$ cat config.mk
export PLATFORM = sky130hd
export DESIGN_NAME = pwm_fade_ctrl
export DESIGN_NICKNAME = d
export VERILOG_FILES = /design/src/rtl/pwm_pkg.sv /design/src/rtl/pwm_frame_timer.sv /design/src/rtl/pwm_fade_ctrl.sv
export SDC_FILE = /design/constraint.sdc
export NUM_CORES = 1
export LEC_CHECK = 0
export ABC_AREA = 1
export BUFFER_PORTS_ARGS = -buffer_cell sky130_fd_sc_hd__buf_2
export CORE_MARGIN = 3
export CORE_UTILIZATION = 25
export CTS_BUF_LIST = sky130_fd_sc_hd__clkbuf_4
export DETAILED_ROUTE_END_ITERATION = 6
export PLACE_DENSITY = 0.51
export SYNTH_ARGS = -nofsm -noshare
export SYNTH_HDL_FRONTEND = slang
export SYNTH_HIERARCHICAL = 1
export SYNTH_SLANG_ARGS = --single-unit
$ cat constraint.sdc
create_clock -name i_clk -period 4.6 [get_ports i_clk]
set_clock_uncertainty 0.15 [all_clocks]
set_input_delay 0.23 -clock i_clk [delete_from_list [all_inputs] [get_ports i_clk]]
set_output_delay 0.23 -clock i_clk [all_outputs]
set_load 0.02 [all_outputs]
$ cat src/rtl/pwm_pkg.sv
// rtl/pwm_pkg.sv - shared types and constants for the PWM fade sequencer
package pwm_pkg;

    localparam int DUTY_W    = 4;
    localparam int FRAME_LEN = 16;
    localparam int FRAME_W   = $clog2(FRAME_LEN);
    localparam int STEP_W    = 8;

    typedef enum logic [2:0] {
        IDLE,
        RAMP_UP,
        HOLD_HI,
        RAMP_DOWN,
        HOLD_LO
    } fade_state_t;

    // Terminal value of the step counter; a request of zero frames behaves as one frame.
    function automatic logic [STEP_W-1:0] step_last(input logic [STEP_W-1:0] frames);
        return (frames == '0) ? '0 : frames - STEP_W'(1);
    endfunction

endpackage

$ cat src/rtl/pwm_frame_timer.sv
// rtl/pwm_frame_timer.sv - free-running PWM frame position and end-of-frame tick
module pwm_frame_timer
    import pwm_pkg::*;
(
    input  logic i_clk,
    input  logic i_rst,
    output logic o_frame_tick
);

    logic [FRAME_W-1:0] r_frame;

    // Frame position wraps naturally at FRAME_LEN so it stays aligned with the PWM generator.
    always_ff @(posedge i_clk) begin
        if (i_rst) begin
            r_frame <= '0;
        end else begin
            r_frame <= r_frame + FRAME_W'(1);
        end
    end

    assign o_frame_tick = (r_frame == FRAME_W'(FRAME_LEN - 1));

endmodule

$ cat src/rtl/pwm_fade_ctrl.sv
// rtl/pwm_fade_ctrl.sv - breathing-fade sequencer driving the PWM duty input on frame boundaries
module pwm_fade_ctrl
    import pwm_pkg::*;
#(
    parameter logic [DUTY_W-1:0] DUTY_MIN    = 4'h0,
    parameter logic [DUTY_W-1:0] DUTY_MAX    = 4'hF,
    parameter int                HOLD_FRAMES = 8
) (
    input  logic              i_clk,
    input  logic              i_rst,
    input  logic              i_start,
    input  logic              i_stop,
    input  logic              i_loop,
    input  logic [STEP_W-1:0] i_step_frames,
    output logic [DUTY_W-1:0] o_w,
    output logic              o_frame_tick,
    output logic              o_busy,
    output logic              o_done
);

    localparam int                HOLD_W    = $clog2(HOLD_FRAMES + 1);
    localparam logic [HOLD_W-1:0] HOLD_LAST = HOLD_W'(HOLD_FRAMES - 1);

    fade_state_t       state;
    fade_state_t       state_n;
    logic [DUTY_W-1:0] w_n;
    logic [DUTY_W-1:0] w_inc;
    logic [DUTY_W-1:0] w_dec;
    logic [STEP_W-1:0] r_step;
    logic [STEP_W-1:0] step_n;
    logic [STEP_W-1:0] step_lim;
    logic [HOLD_W-1:0] r_hold;
    logic [HOLD_W-1:0] hold_n;
    logic              r_stop_pend;
    logic              stop_pend_n;
    logic              done_n;
    logic              stop_req;
    logic              step_due;

    pwm_frame_timer u_frame_timer (
        .i_clk        (i_clk),
        .i_rst        (i_rst),
        .o_frame_tick (o_frame_tick)
    );

    assign w_inc    = o_w + DUTY_W'(1);
    assign w_dec    = o_w - DUTY_W'(1);
    assign step_lim = step_last(i_step_frames);
    // >= rather than == so a shortened step length mid-ramp cannot strand the counter.
    assign step_due = (r_step >= step_lim);
    assign stop_req = r_stop_pend | i_stop;
    assign o_busy   = (state != IDLE);

    // State, duty, counters and the one-cycle done pulse are all registered here.
    always_ff @(posedge i_clk) begin
        if (i_rst) begin
            state       <= IDLE;
            o_w         <= DUTY_MIN;
            r_step      <= '0;
            r_hold      <= '0;
            r_stop_pend <= 1'b0;
            o_done      <= 1'b0;
        end else begin
            state       <= state_n;
            o_w         <= w_n;
            r_step      <= step_n;
            r_hold      <= hold_n;
            r_stop_pend <= stop_pend_n;
            o_done      <= done_n;
        end
    end

    // Next-state logic: start is taken on any idle cycle, everything else waits for a frame tick.
    always_comb begin
        state_n     = state;
        w_n         = o_w;
        step_n      = r_step;
        hold_n      = r_hold;
        stop_pend_n = r_stop_pend;
        done_n      = 1'b0;

        if (state == IDLE) begin
            stop_pend_n = 1'b0;
            if (i_start && !i_stop) begin
                state_n = RAMP_UP;
                step_n  = '0;
                hold_n  = '0;
                w_n     = DUTY_MIN;
            end
        end else begin
            stop_pend_n = stop_req;
            if (o_frame_tick) begin
                if (stop_req) begin
                    state_n     = IDLE;
                    w_n         = DUTY_MIN;
                    step_n      = '0;
                    hold_n      = '0;
                    stop_pend_n = 1'b0;
                end else begin
                    case (state)
                        RAMP_UP: begin
                            if (step_due) begin
                                step_n = '0;
                                w_n    = w_inc;
                                if (w_inc == DUTY_MAX) begin
                                    state_n = HOLD_HI;
                                    hold_n  = '0;
                                end
                            end else begin
                                step_n = r_step + STEP_W'(1);
                            end
                        end
                        HOLD_HI: begin
                            if (r_hold == HOLD_LAST) begin
                                state_n = RAMP_DOWN;
                                step_n  = '0;
                                hold_n  = '0;
                            end else begin
                                hold_n = r_hold + HOLD_W'(1);
                            end
                        end
                        RAMP_DOWN: begin
                            if (step_due) begin
                                step_n = '0;
                                w_n    = w_dec;
                                if (w_dec == DUTY_MIN) begin
                                    state_n = HOLD_LO;
                                    hold_n  = '0;
                                end
                            end else begin
                                step_n = r_step + STEP_W'(1);
                            end
                        end
                        HOLD_LO: begin
                            if (r_hold == HOLD_LAST) begin
                                hold_n = '0;
                                step_n = '0;
                                if (i_loop) begin
                                    state_n = RAMP_UP;
                                end else begin
                                    state_n = IDLE;
                                    done_n  = 1'b1;
                                end
                            end else begin
                                hold_n = r_hold + HOLD_W'(1);
                            end
                        end
                        default: begin
                            state_n = IDLE;
                            w_n     = DUTY_MIN;
                        end
                    endcase
                end
            end
        end
    end

endmodule
==> flow_summary.rst <==
.. list-table::
   :header-rows: 1

   * - Metric
     - Value
   * - Cell internal power dissipation
     - 515.5 uW
   * - Final net count
     - around 360
   * - Antenna diode instance count
     - 0
   * - Aggregate global routing overflow
     - 0
   * - Finish-stage setup viols
     - 0
   * - Gate count after technology mapping
     - 311
   * - I/O pin total
     - 20
   * - Result of the run
     - completed
   * - Combined area of all synthesized cells
     - about 1900 um2
   * - Portion of the post-synthesis area used by sequential elements
     - 0.2608
   * - Transition time at the pin with the least slew margin
     - 0.5521 ns
   * - Reg clk slew, reported paths
     - around 0.15 ns
   * - Clk root buf
     - sky130_fd_sc_hd__clkbuf_4
   * - Top cells by instance count after synthesis
     - 87 x sky130_fd_sc_hd__nand2_1, 48 x sky130_fd_sc_hd__nor2_1, 47 x sky130_fd_sc_hd__inv_1
   * - Setup TNS
     - 0 ns
   * - Final-report max-slew violation count
     - 0
   * - Antenna-violating nets left
     - 0
   * - Sequential share of power
     - 0.299
   * - CTS Buf Count
     - 3
   * - Synth Warn #
     - 6
   * - Area growth syn-to-layout
     - 12.58%
   * - Sequential cell area in the final layout
     - about 500 um2
   * - Power spent charging and discharging nets
     - 564.0 uW
   * - Required time at the worst-slack endpoint
     - roughly 4.7 ns
   * - Adder-cell share of the synthesized area
     - 0.1043
   * - Time the worst path needs with I/O delays and setup
     - 2.557 ns
   * - Count of flip-flops with a built-in enable after synthesis
     - 0
   * - Complex-gate fraction of the synthesized area
     - 0.07236
   * - Share of synthesized area spent on multiplexers
     - 0
   * - Horiz. Die Dim
     - 93.62 um
   * - CTS tree
     - done
   * - Avg Vias per Cell
     - 4.241
   * - Final routed wire length divided by cell count
     - approximately 9.7 um
   * - Reported leakage power
     - 0.001099 uW
   * - Slew HR
     - 0.6315
   * - Maximum fanout encountered on the critical timing path
     - 11
   * - Xor and xnor fraction of the mapped netlist area
     - 0.009126
   * - Layout cell share with drive strength beyond 1
     - 0.1321
   * - Syn Area/Cell
     - 6.172 um2
   * - Area of the die
     - approximately 8800 um2
   * - Number of optimization iterations in the first detailed-route pass
     - 4
   * - Yosys reg bits
     - 25
   * - Most frequent cell after synthesis
     - sky130_fd_sc_hd__nand2_1
   * - Number of hold violations in the final report
     - 0
   * - Share of synthesized cell area in and, or, nand and nor gates
     - 0.4446
   * - Synthesized net count
     - between 300 and 400
   * - Max-cap violations
     - 0
   * - Floorplan core area
     - 7370 um2
   * - Starting density of the core
     - 0.2604
   * - Routed Wire Length
     - 4192 um
   * - Arrival time reported for the critical path endpoint
     - 2.65 ns
   * - Type of the setup path with the least slack
     - in2reg
   * - Post-route fraction of the period consumed by the critical path
     - 0.5559
   * - Sinks on Clock Net
     - 25
   * - Overall routing resource usage
     - 0.1016
   * - First-pass GRT wire length
     - between 7000 and 8000 um
   * - Fill cell count
     - 858
   * - Number of port buffers
     - 19
   * - Setup crit end kind
     - flip-flop
   * - # rows
     - 31
   * - Pin count of the biggest net entering global routing
     - 16
   * - DIE HEIGHT
     - roughly 94 um
   * - Synth top area cells
     - sky130_fd_sc_hd__dfxtp_1 26%, sky130_fd_sc_hd__nand2_1 17%, sky130_fd_sc_hd__ha_1 10%
   * - Latest clock arrival within the worst-skew pair
     - 0.33 ns
   * - Number of setup buffers added after CTS
     - 0
   * - FMAX
     - 0.3911 GHz
   * - End-of-flow core utilization
     - 0.2932
   * - Dominant synthesized flop cell
     - sky130_fd_sc_hd__dfxtp_1
   * - Initial antenna violation count
     - 0
   * - Buffers from clock root to sink, at most
     - 2
   * - Worst VDD drop
     - 0.3164 mV
   * - Proportion of power drawn by combinational gates
     - 0.605
   * - Proportion of register bits with asynchronous set or reset after synthesis
     - 0
   * - Power density over the cells
     - 499.6 nW/um2
   * - Routability cong.
     - around 0.79
   * - Placed wire-length estimate after detailed placement
     - 3249 um
   * - Share of the synthesized area in the top cell type
     - 0.2608
   * - Number of distinct standard cells referenced by the synthesized netlist
     - 30
   * - Vias in the first global route
     - roughly 1600
   * - Setup repair after global routing missed its margin
     - no
   * - Multi-input gate area in the final layout
     - 1210 um2
   * - Switching Fraction
     - 0.5224
   * - Number of remaining DRC errors
     - 0
   * - Worst Setup Start Kind
     - input pin
   * - Detailed router's first-iteration violation count
     - 76
   * - Leading area contributor after synthesis
     - sky130_fd_sc_hd__dfxtp_1
   * - Hold slack
     - 0.01728 ns
   * - Path class of the lowest-slack min-delay path
     - in2reg
   * - Fraction of power consumed by the clock network
     - 0.097
   * - CTS H-Tree Depth
     - 1
   * - Dominant combinational cell family by area after synthesis
     - simple AND/OR/NAND/NOR gates
   * - Number of vias after detailed routing
     - 1832
-- worst max-delay path, stage by stage --
cell and delay, ns:
sky130_fd_sc_hd__buf_2 0.11, sky130_fd_sc_hd__inv_1 0.06, sky130_fd_sc_hd__ha_1 0.20, sky130_fd_sc_hd__nand2_1 0.09
sky130_fd_sc_hd__nor2_1 0.18, sky130_fd_sc_hd__nand3_1 0.22, sky130_fd_sc_hd__o21ai_0 0.16, sky130_fd_sc_hd__ha_1 0.28
sky130_fd_sc_hd__nand2_1 0.09, sky130_fd_sc_hd__nor2_1 0.05, sky130_fd_sc_hd__nor2_1 0.07, sky130_fd_sc_hd__nand2_1 0.07
sky130_fd_sc_hd__nand2_1 0.10, sky130_fd_sc_hd__nand3_1 0.31, sky130_fd_sc_hd__nand3_2 0.27, sky130_fd_sc_hd__nand2_1 0.07
sky130_fd_sc_hd__nand2_1 0.06, sky130_fd_sc_hd__nor2_1 0.05
-- area by class of cell --
class,count,share of cell area
sequential,25,0.2316
inverter,51,0.08975
tap,99,0.05732
clock inverter,1,0.002316
multi-input combinational,233,0.5599
clock buffer,3,0.01042
timing repair buffer,20,0.04864
-- registers in the layout, indices dropped and copies added, names as in the netlist --
name / flops
r_hold: 4
o_done: 1
r_stop_pend: 1
o_w: 4
r_step: 8
state: 3
u_frame_timer/r_frame: 4
-- power by group through the flow --
stage	Combinational [uW]	Clock (uW)	Sequential [uW]
finish	653	104	323
global route	756	117	331
CTS	656	110	323
detailed placement	652	0	328
global placement	653	0	328
floorplan	515	0	330
-- cell families (layout without fill, tap and decap cells) --
| group | count (synthesis) | in the layout |
|---|---|---|
| AND/OR/NAND/NOR | 191 | 191 |
| XOR/XNOR | 2 | 2 |
| flip-flops | 25 | 25 |
| buffers and inverters | 53 | 75 |
| AO/OA/AOI/OAI | 24 | 24 |
| adder cells (fa/ha/maj) | 16 | 16 |
-- path summary, 6_finish.rpt --
kind,start,to,slack (ns),cells after the start
worst max-delay path,i_step_frames[0],o_w[3],2.04,18
worst min-delay path,i_loop,o_done,0.02,4
worst max register to register,r_step[0],state[2],2.43,13
worst min register to register,u_frame_timer/r_frame[0],u_frame_timer/r_frame[0],0.32,1
-- metrics by stage --
step	std cells	instance area [um2]	total power (uW)	setup WS [ns]
6_report	432	2161	1079	2.043
5_1_grt	432	2161	1204	1.715
4_1_cts	432	2161	1088	2.047
3_5_place_dp	427	2123	980.3	1.671
3_3_place_gp	427	2123	980.5	1.731
2_1_floorplan	311	1919	845.1	2.319
-- repair_timing --
action,in CTS,in global routing
gates resized for setup,0,0
hold endpoints to repair,1,0
hold buffers,1,0
-- cell usage in the layout, fill, tap and decap left out, types with 2 or more instances in the layout --
cell and n:
sky130_fd_sc_hd__a21o_1 2, sky130_fd_sc_hd__a21oi_1 8, sky130_fd_sc_hd__a21oi_2 2, sky130_fd_sc_hd__buf_2 19, sky130_fd_sc_hd__clkbuf_4 3, sky130_fd_sc_hd__dfxtp_1 25
sky130_fd_sc_hd__ha_1 16, sky130_fd_sc_hd__inv_1 47, sky130_fd_sc_hd__inv_2 3, sky130_fd_sc_hd__nand2_1 87, sky130_fd_sc_hd__nand2_2 3, sky130_fd_sc_hd__nand2_4 4
sky130_fd_sc_hd__nand3_1 27, sky130_fd_sc_hd__nand4_1 2, sky130_fd_sc_hd__nor2_1 48, sky130_fd_sc_hd__nor2_2 3, sky130_fd_sc_hd__nor2_4 3, sky130_fd_sc_hd__nor3_1 8
sky130_fd_sc_hd__o21ai_0 7, sky130_fd_sc_hd__o21ai_1 2, sky130_fd_sc_hd__or2_0 2, sky130_fd_sc_hd__xor2_1 2
-- per-layer routing --
layer  global-route usage  vias up  routed length, um
met3              0.01931        2                200
met1               0.1394      781               2179
met2               0.1674       33               1782
li1                     -     1016                  -
met5                    0        -                  0
met4              0.01805        0                 30
No activity file was read; power rests on OpenSTA's default activity.
